`src/rtl/pipelined_carry_select_adder_pkg.sv`:
```
// Shared sizing helpers for the pipelined carry-select adder: slice count and
// width of the (possibly narrower) final slice.
package pipelined_carry_select_adder_pkg;

    function automatic int unsigned csa_num_blocks(input int unsigned width, input int unsigned block);
        return (width + block - 1) / block;
    endfunction

    function automatic int unsigned csa_last_block(input int unsigned width, input int unsigned block);
        return ((width % block) == 0) ? block : (width % block);
    endfunction

endpackage

```
`src/rtl/pipelined_carry_select_adder_slice.sv`:
```
// One carry-select slice: two W-bit ripple adders evaluated with carry-in 0
// and carry-in 1 so the later select chain only has to pick one.
module pipelined_carry_select_adder_slice #(
    parameter int W = 4
) (
    input  logic [W-1:0] i_a,
    input  logic [W-1:0] i_b,
    output logic [W-1:0] o_s0,
    output logic         o_c0,
    output logic [W-1:0] o_s1,
    output logic         o_c1
);

    logic w_k0;
    logic w_k1;

    always_comb begin
        w_k0 = 1'b0;
        w_k1 = 1'b1;
        o_s0 = '0;
        o_s1 = '0;
        for (int i = 0; i < W; i++) begin
            o_s0[i] = i_a[i] ^ i_b[i] ^ w_k0;
            w_k0    = (i_a[i] & i_b[i]) | (w_k0 & (i_a[i] ^ i_b[i]));
            o_s1[i] = i_a[i] ^ i_b[i] ^ w_k1;
            w_k1    = (i_a[i] & i_b[i]) | (w_k1 & (i_a[i] ^ i_b[i]));
        end
        o_c0 = w_k0;
        o_c1 = w_k1;
    end

endmodule

```
`src/rtl/pipelined_carry_select_adder.sv`:
```
// Two-stage pipelined carry-select adder with valid/ready flow control.
// Define CSA_OVERFLOW_EN to add the registered signed-overflow output.
module pipelined_carry_select_adder
    import pipelined_carry_select_adder_pkg::*;
#(
    parameter int WIDTH = 16,
    parameter int BLOCK = 4
) (
    input  logic             clk,
    input  logic             rst,
    input  logic             in_valid,
    output logic             in_ready,
    input  logic [WIDTH-1:0] x,
    input  logic [WIDTH-1:0] y,
    input  logic             carryin,
    output logic             out_valid,
    input  logic             out_ready,
    output logic [WIDTH-1:0] sum,
    output logic             carryout
`ifdef CSA_OVERFLOW_EN
    ,
    output logic             overflow
`endif
);

    localparam int NB = int'(csa_num_blocks(WIDTH, BLOCK));
    localparam int LB = int'(csa_last_block(WIDTH, BLOCK));

    logic [WIDTH-1:0] w_s0;
    logic [WIDTH-1:0] w_s1;
    logic [NB-1:0]    w_c0;
    logic [NB-1:0]    w_c1;

    for (genvar k = 0; k < NB; k++) begin : g_slice
        localparam int LO = k * BLOCK;
        localparam int SW = (k == NB - 1) ? LB : BLOCK;
        pipelined_carry_select_adder_slice #(.W(SW)) u_slice (
            .i_a  (x[LO +: SW]),
            .i_b  (y[LO +: SW]),
            .o_s0 (w_s0[LO +: SW]),
            .o_c0 (w_c0[k]),
            .o_s1 (w_s1[LO +: SW]),
            .o_c1 (w_c1[k])
        );
    end

    // A stage advances when it is empty or its contents move on this cycle;
    // input transfers on in_valid & in_ready, output retires on out_valid & out_ready.
    logic w_en1;
    logic w_en2;

    logic             r_s1_valid;
    logic [WIDTH-1:0] r_s0;
    logic [WIDTH-1:0] r_s1;
    logic [NB-1:0]    r_c0;
    logic [NB-1:0]    r_c1;
    logic             r_cin;

    logic             r_out_valid;
    logic [WIDTH-1:0] r_sum;
    logic             r_cout;

    assign w_en2    = !r_out_valid || out_ready;
    assign w_en1    = !r_s1_valid || w_en2;
    assign in_ready = w_en1;

    always_ff @(posedge clk) begin
        if (rst) begin
            r_s1_valid <= 1'b0;
            r_s0       <= '0;
            r_s1       <= '0;
            r_c0       <= '0;
            r_c1       <= '0;
            r_cin      <= 1'b0;
        end else if (w_en1) begin
            r_s1_valid <= in_valid;
            if (in_valid) begin
                r_s0  <= w_s0;
                r_s1  <= w_s1;
                r_c0  <= w_c0;
                r_c1  <= w_c1;
                r_cin <= carryin;
            end
        end
    end

    logic [NB:0]      w_c;
    logic [WIDTH-1:0] w_sum;

    always_comb begin
        w_c    = '0;
        w_c[0] = r_cin;
        for (int k = 0; k < NB; k++) begin
            w_c[k+1] = w_c[k] ? r_c1[k] : r_c0[k];
        end
        w_sum = '0;
        for (int i = 0; i < WIDTH; i++) begin
            w_sum[i] = w_c[i / BLOCK] ? r_s1[i] : r_s0[i];
        end
    end

    always_ff @(posedge clk) begin
        if (rst) begin
            r_out_valid <= 1'b0;
            r_sum       <= '0;
            r_cout      <= 1'b0;
        end else if (w_en2) begin
            r_out_valid <= r_s1_valid;
            if (r_s1_valid) begin
                r_sum  <= w_sum;
                r_cout <= w_c[NB];
            end
        end
    end

`ifdef CSA_OVERFLOW_EN
    // Carry into the MSB is recovered as sum_msb ^ x_msb ^ y_msb.
    logic r_msb_xor;
    logic r_ovf;

    always_ff @(posedge clk) begin
        if (rst) begin
            r_msb_xor <= 1'b0;
        end else if (w_en1 && in_valid) begin
            r_msb_xor <= x[WIDTH-1] ^ y[WIDTH-1];
        end
    end

    always_ff @(posedge clk) begin
        if (rst) begin
            r_ovf <= 1'b0;
        end else if (w_en2 && r_s1_valid) begin
            r_ovf <= w_sum[WIDTH-1] ^ r_msb_xor ^ w_c[NB];
        end
    end

    assign overflow = r_ovf;
`endif

    assign out_valid = r_out_valid;
    assign sum       = r_sum;
    assign carryout  = r_cout;

endmodule

```
`config.mk`:
```
export PLATFORM = sky130hd
export DESIGN_NAME = pipelined_carry_select_adder
export DESIGN_NICKNAME = d
export VERILOG_FILES = /design/src/rtl/pipelined_carry_select_adder_pkg.sv /design/src/rtl/pipelined_carry_select_adder_slice.sv /design/src/rtl/pipelined_carry_select_adder.sv
export SDC_FILE = /design/constraint.sdc
export NUM_CORES = 1
export LEC_CHECK = 0
export CORE_UTILIZATION = 34
export DETAILED_ROUTE_END_ITERATION = 16
export SLEW_MARGIN = 0
export SYNTH_ARGS = -nofsm -noshare
export SYNTH_HDL_FRONTEND = slang
export SYNTH_SLANG_ARGS = --single-unit
export TNS_END_PERCENT = 5
```
`constraint.sdc`:
```
create_clock -name clk -period 2.1 [get_ports clk]
set_input_delay 0.42 -clock clk [delete_from_list [all_inputs] [get_ports clk]]
set_output_delay 0.42 -clock clk [all_outputs]
set_load 0.01 [all_outputs]
```
# ---- Yosys cells after proc, flatten, opt, wreduce, memory -nomap -nowiden
# Cells that the tools add are included.
dict set report classes {
  addsub 0
  n_mul 0
  div 0
  magnitude_cmp 0
  eq_ne 0
  shift 0
  muxes 20
  bitwise_logic 112
  reduce_logical 6
}
# operator count
set ops {}
lappend ops {{$and A1 B1 Y1} 40}
lappend ops {{$xor A1 B1 Y1} 40}
lappend ops {{$or A1 B1 Y1} 28}
lappend ops {{$mux W1} 20}
lappend ops {{$not A1 Y1} 4}
lappend ops {{$reduce_and A2 Y1} 2}
lappend ops {{$logic_not A1 Y1} 2}
lappend ops {{$logic_or A1 B1 Y1} 2}
dict set report totals {
  reg_bits 60
  latch_bits 0
  ram_bits 0
  mem_bits_ro 0
  input_bits 37
  output_inout_bits 19
  elab_cells 147
  n_memories 0
}

# ---- Depth between registers and ports, before layout
dict set report logic_depth {
  depth_word 8
  depth_mapped 8
  depth_no_buf 8
}

# ---- Modules after synthesis
# A second synthesis with hierarchy kept.
dict set report unflattened {
  hier_cells 348
  hier_area_um2 3052.9
}
# module instances cells_each area_per_inst_um2 seq_area_each_um2
set modules_own_cells {}
lappend modules_own_cells {pipelined_carry_select_adder 1 268 2292.2 1201.2}
lappend modules_own_cells {pipelined_carry_select_adder_slice 4 20 190.2 0.0}

# ---- Least setup slack after synthesis
# Ideal clock, no wire load.
dict set report synth_timing {
  kind {in2reg}
  startpoint {input port y[8]}
  endpoint {register r_s1[11]}
  setup_time_ns 0.086
  t_arrival_ns 1.984
  t_required_ns 2.014
  setup_slack_ns 0.030
  stages 8
  n_path_buf 0
  path_cell_list {inv_1 -> ha_1 -> inv_1 -> fa_1 -> fa_1 -> inv_1 -> fa_1 -> a211oi_1}
}
dict set report synth_via {
  elab_chain_len 7
  word_cells_on_any_way 8
  cone_classes {8 x bitwise}
}
# element line_no
set synth_lines {}
lappend synth_lines {{start: declaration} pipelined_carry_select_adder.sv:14} ;# input logic [WIDTH-1:0] y,
lappend synth_lines {{$and A1 B1 Y1 or $xor A1 B1 Y1 (tied branches)} --}
lappend synth_lines {{$or A1 B1 Y1 (*)} pipelined_carry_select_adder_slice.sv:26} ;# w_k1 = (i_a[i] & i_b[i]) | (w_k1 & (i_a[i] ^ i_b[i]));
lappend synth_lines {{$and A1 B1 Y1 (*)} pipelined_carry_select_adder_slice.sv:26}
lappend synth_lines {{$or A1 B1 Y1 (*)} pipelined_carry_select_adder_slice.sv:26}
lappend synth_lines {{$and A1 B1 Y1 (*)} pipelined_carry_select_adder_slice.sv:26}
lappend synth_lines {{$or A1 B1 Y1 (*)} pipelined_carry_select_adder_slice.sv:26}
lappend synth_lines {{$xor A1 B1 Y1 (*)} pipelined_carry_select_adder_slice.sv:25} ;# o_s1[i] = i_a[i] ^ i_b[i] ^ w_k1;
lappend synth_lines {{end signal: assignment} pipelined_carry_select_adder.sv:79} ;# r_s1 <= w_s1;
lappend synth_lines {{end: declaration} pipelined_carry_select_adder.sv:54} ;# logic [WIDTH-1:0] r_s1;
# Every way passes the cells marked *; elsewhere a longest branch is shown, timed or not.
# A chain may end at the register's enable or synchronous reset.

# ---- Worst setup path after layout
dict set report layout_timing {
  startpoint {input port y[4]}
  endpoint {register r_s1[7]}
}
# Same word-level chain as after synthesis.

==> metrics.md <==
| Metric | Value |
|---|---|
| RR Startpoint | r_cin |
| Relative slew slack | 67.8% |
| Initial antenna violation count | 0 |
| Internal power | 0.00204 W |
| Worst-case clock buffer depth | 2 |
| TritonRoute pass-1 iters | 4 |
| Slew Limit Fails | 0 |
| Worst path depth | 9 |
| Core Footprint | 0.00834 mm² |
| Clk root buf | clkbuf_8 |
| CP Cell Sequence | dlygate4sd2_1, inv_1, ha_1, inv_1, fa_2, fa_2, inv_2, fa_1, a211oi_1 |
| Period utilization | 98.3% |
| Total power | 0.00280 W |
| Die Ht | 95.4 µm |
| Avg Cell Area, Syn | 9.57 µm² |
| Final WS setup | 0.0349 ns |
| Clock Latency Late Sink | 0.33 ns |
| Multi-input gate area | 0.00163 mm² |
| Hold bufs inserted after CTS | 0 |
| Smallest hold slack | 0.455 ns |
| Via density per instance | 4.62 |
| # IOs | 56 |
| CTS tree | built |
| Fillers | 829 |
| Post-layout minimum cycle time | 2.07 ns |
| FF-to-FF setup slack | 0.37 ns |
| Diodes inserted | 0 |
| Pwr dens | 721 mW/mm² |
| Syn Std Cell Area | 0.00297 mm² |
| DPL Wire Length | 4250 µm |
| Share of power burned in registers | 45.8% |
| Grt total ovfl | 0 |
| Initial DRC Count | 19 |
| Area Growth Syn to Fin | 31.1% |
| FF+latch count, synth | 60 |
| Maxcap violations | 0 |
| Final setup viols | 0 |
| IO buf count | 55 |
| Worst path max stage delay | 0.41 ns |
| Comb power frac | 19.1% |
| Register area share after synthesis | 40.5% |
| Peak VDD IR | 0.000246 V |
| CP Max Fanout | 2 |
| DRC | 0 |
| Initial core utilization | 35.6% |
| Hold crit path type | flip-flop to flip-flop |
| Worst path top cell family by delay | adder cells |
| Status | complete, no violations |
| Leak | 1.59 nW |
| Syn Nets | 379 |
| Fin Setup TNS | 0 ns |
| Most Crowded Layer GR | met2 |
| Worst-margin pin slew | 0.482 ns |
| Share of cells above drive strength 1 | 14.1% |
| Critical Path RT | 2.34 ns |
| Slowest library cell on the worst path | fa_1 |
| Sw frac | 27.2% |
| Row Count | 33 |
| Worst R2R Path Depth | 4 |
| Vias in the first global route | 2089 |
| Width of the die | 95.4 µm |
| R2R Path End | sum[12] |
| Post-synthesis cell count | 310 |
| Antenna viol nets, final | 0 |
| First-pass GRT wire length | 9850 µm |
| CTS sink cnt | 60 |
| Worst setup endpoint | r_s1[7] |
| DR vias | 2186 |
| Num CTS Buffers | 9 |
| RSZ-0062 raised after global routing | yes |
| Htree depth | 3 |
| WL final | 5920 µm |
| Final nets | 432 |
| GP Congestion | 0.689 |
| Total track usage | 14.4% |
| Clk slew on worst S/H paths | 0.07 ns |
| CP startpoint | y[4] |
| Arr. time, crit path | 2.31 ns |
| CP Capture Type | flip-flop |
| Post-synth cell types | 17 |
| Warnings, synthesis | 0 |
| Crit path kind | primary input to flip-flop |
| GR Layer Usage met2 | 23.0% |
| P_sw | 0.000761 W |
| Final instance area | 0.00389 mm² |
| Register Area | 0.00120 mm² |
| Max Freq | 0.484 GHz |
| Worst path bufs/invs | 4 |
| Cell Area, Placed | 0.00365 mm² |
| Hold Fails Final Rpt | 0 |
| Global routing usage on met1 | 18.5% |
| Largest net degree at the start of global routing | 60 |
| Met3 Use GR | 3.35% |
| Clock power share | 35.0% |
| Drt wl/cell | 12.5 µm |
| Placement Setup Slack | -0.569 ns |
| Die area | 0.00910 mm² |
| Clock Skew | 0.00800 ns |
| Startpoint types | primary input |
-- how the worst min path moves through the flow --
stage / from / end / slack (ns) / depth (start not counted)
global placement: r_s0[4] / r_s0[4] / 0.44 / 2
CTS: r_s1[14] / r_s1[14] / 0.46 / 2
finish: r_s0[12] / r_s0[12] / 0.46 / 2
global route: r_s1[6] / r_s1[6] / 0.47 / 2
detailed placement: r_s1[14] / r_s1[14] / 0.45 / 2
floorplan: r_s0[0] / r_s0[0] / 0.44 / 2
-- cells in the mapped netlist, drive strengths merged --
| master | number | area share [%] |
|---|---|---|
| nand2b | 2 | 0.42 |
| nand3b | 1 | 0.25 |
| fa | 24 | 16 |
| a21oi | 25 | 4.2 |
| nand2 | 45 | 5.7 |
| inv | 30 | 3.8 |
| clkbuf | 15 | 1.9 |
| mux2i | 22 | 8.7 |
| and2 | 1 | 0.21 |
| a211oi | 35 | 8.9 |
| ha | 8 | 3.4 |
| nor2 | 36 | 4.6 |
| buf | 5 | 1.1 |
| a21boi | 1 | 0.25 |
| dfxtp | 60 | 41 |
-- stage by stage --
stage	instances	utilization (%)
after floorplan	310	-
after global placement	457	43.8
final	473	46.6
after global routing	473	46.6
after detailed placement	457	43.8
after CTS	473	46.2
-- power by group through the flow --
stage | registers [W] | logic [W] | clock network, W
CTS | 0.00128 | 0.000535 | 0.00101
global route | 0.00130 | 0.000610 | 0.00106
global placement | 0.00131 | 0.000524 | 0
floorplan | 0.00131 | 0.000306 | 0
detailed placement | 0.00131 | 0.000531 | 0
finish | 0.00128 | 0.000536 | 0.000980
-- layout make-up --
class                           instances  area share [%]
Timing Repair Buffer                   62            16.1
Sequential cell                        60            30.9
Multi-Input combinational cell        200            42.0
Clock inverter                          6            1.42
Inverter                               30            2.90
Tap cell                              105            3.38
Clock buffer                           10            3.28
-- worst min-delay path: stages (launching register included) --
cell and delay (ns):
dfxtp_1 0.31, nand2_1 0.05, a21oi_1 0.05
-- layer usage --
| layer | share of wire, % | vias up |
|---|---|---|
| li1 | - | 1128 |
| met1 | 46 | 1019 |
| met2 | 49 | 35 |
| met3 | 4.1 | 4 |
| met4 | 0.81 | 0 |
| met5 | 0 | - |
-- sequential cells by signal, summed over array words and instances, names as in the netlist --
name,cells
r_c1,4
r_s1,16
r_cin,1
r_s1_valid,1
out_valid,1
sum,16
carryout,1
r_c0,4
r_s0,16
-- cells in the final DEF, fill, tap and decap left out, drive strengths merged, types with 10 or more instances in the layout --
| cell type | instances |
|---|---|
| dfxtp | 60 |
| nand2 | 45 |
| clkdlybuf4s50 | 38 |
| nor2 | 36 |
| a211oi | 35 |
| inv | 30 |
| a21oi | 25 |
| fa | 24 |
| mux2i | 22 |
| dlygate4sd2 | 13 |
| clkbuf | 10 |
-- cell families (layout without fill, tap and decap cells) --
| kind of cell | Yosys count | after routing | share of synthesized area (%) |
|---|---|---|---|
| buf+inv | 50 | 108 | 6.75 |
| compound gates | 61 | 61 | 13.3 |
| flops | 60 | 60 | 40.5 |
| fa+ha+maj | 32 | 32 | 19.6 |
| simple gates | 85 | 85 | 11.1 |
| mux | 22 | 22 | 8.69 |
-- repair_timing --
item | CTS | global route
buffers inserted | 0 | 0
setup endpoints to repair | 8 | 7
gates cloned | 0 | 0
resized for setup | 30 | 10
pin swaps | 10 | 5
No activity file was read; power rests on OpenSTA's default activity.
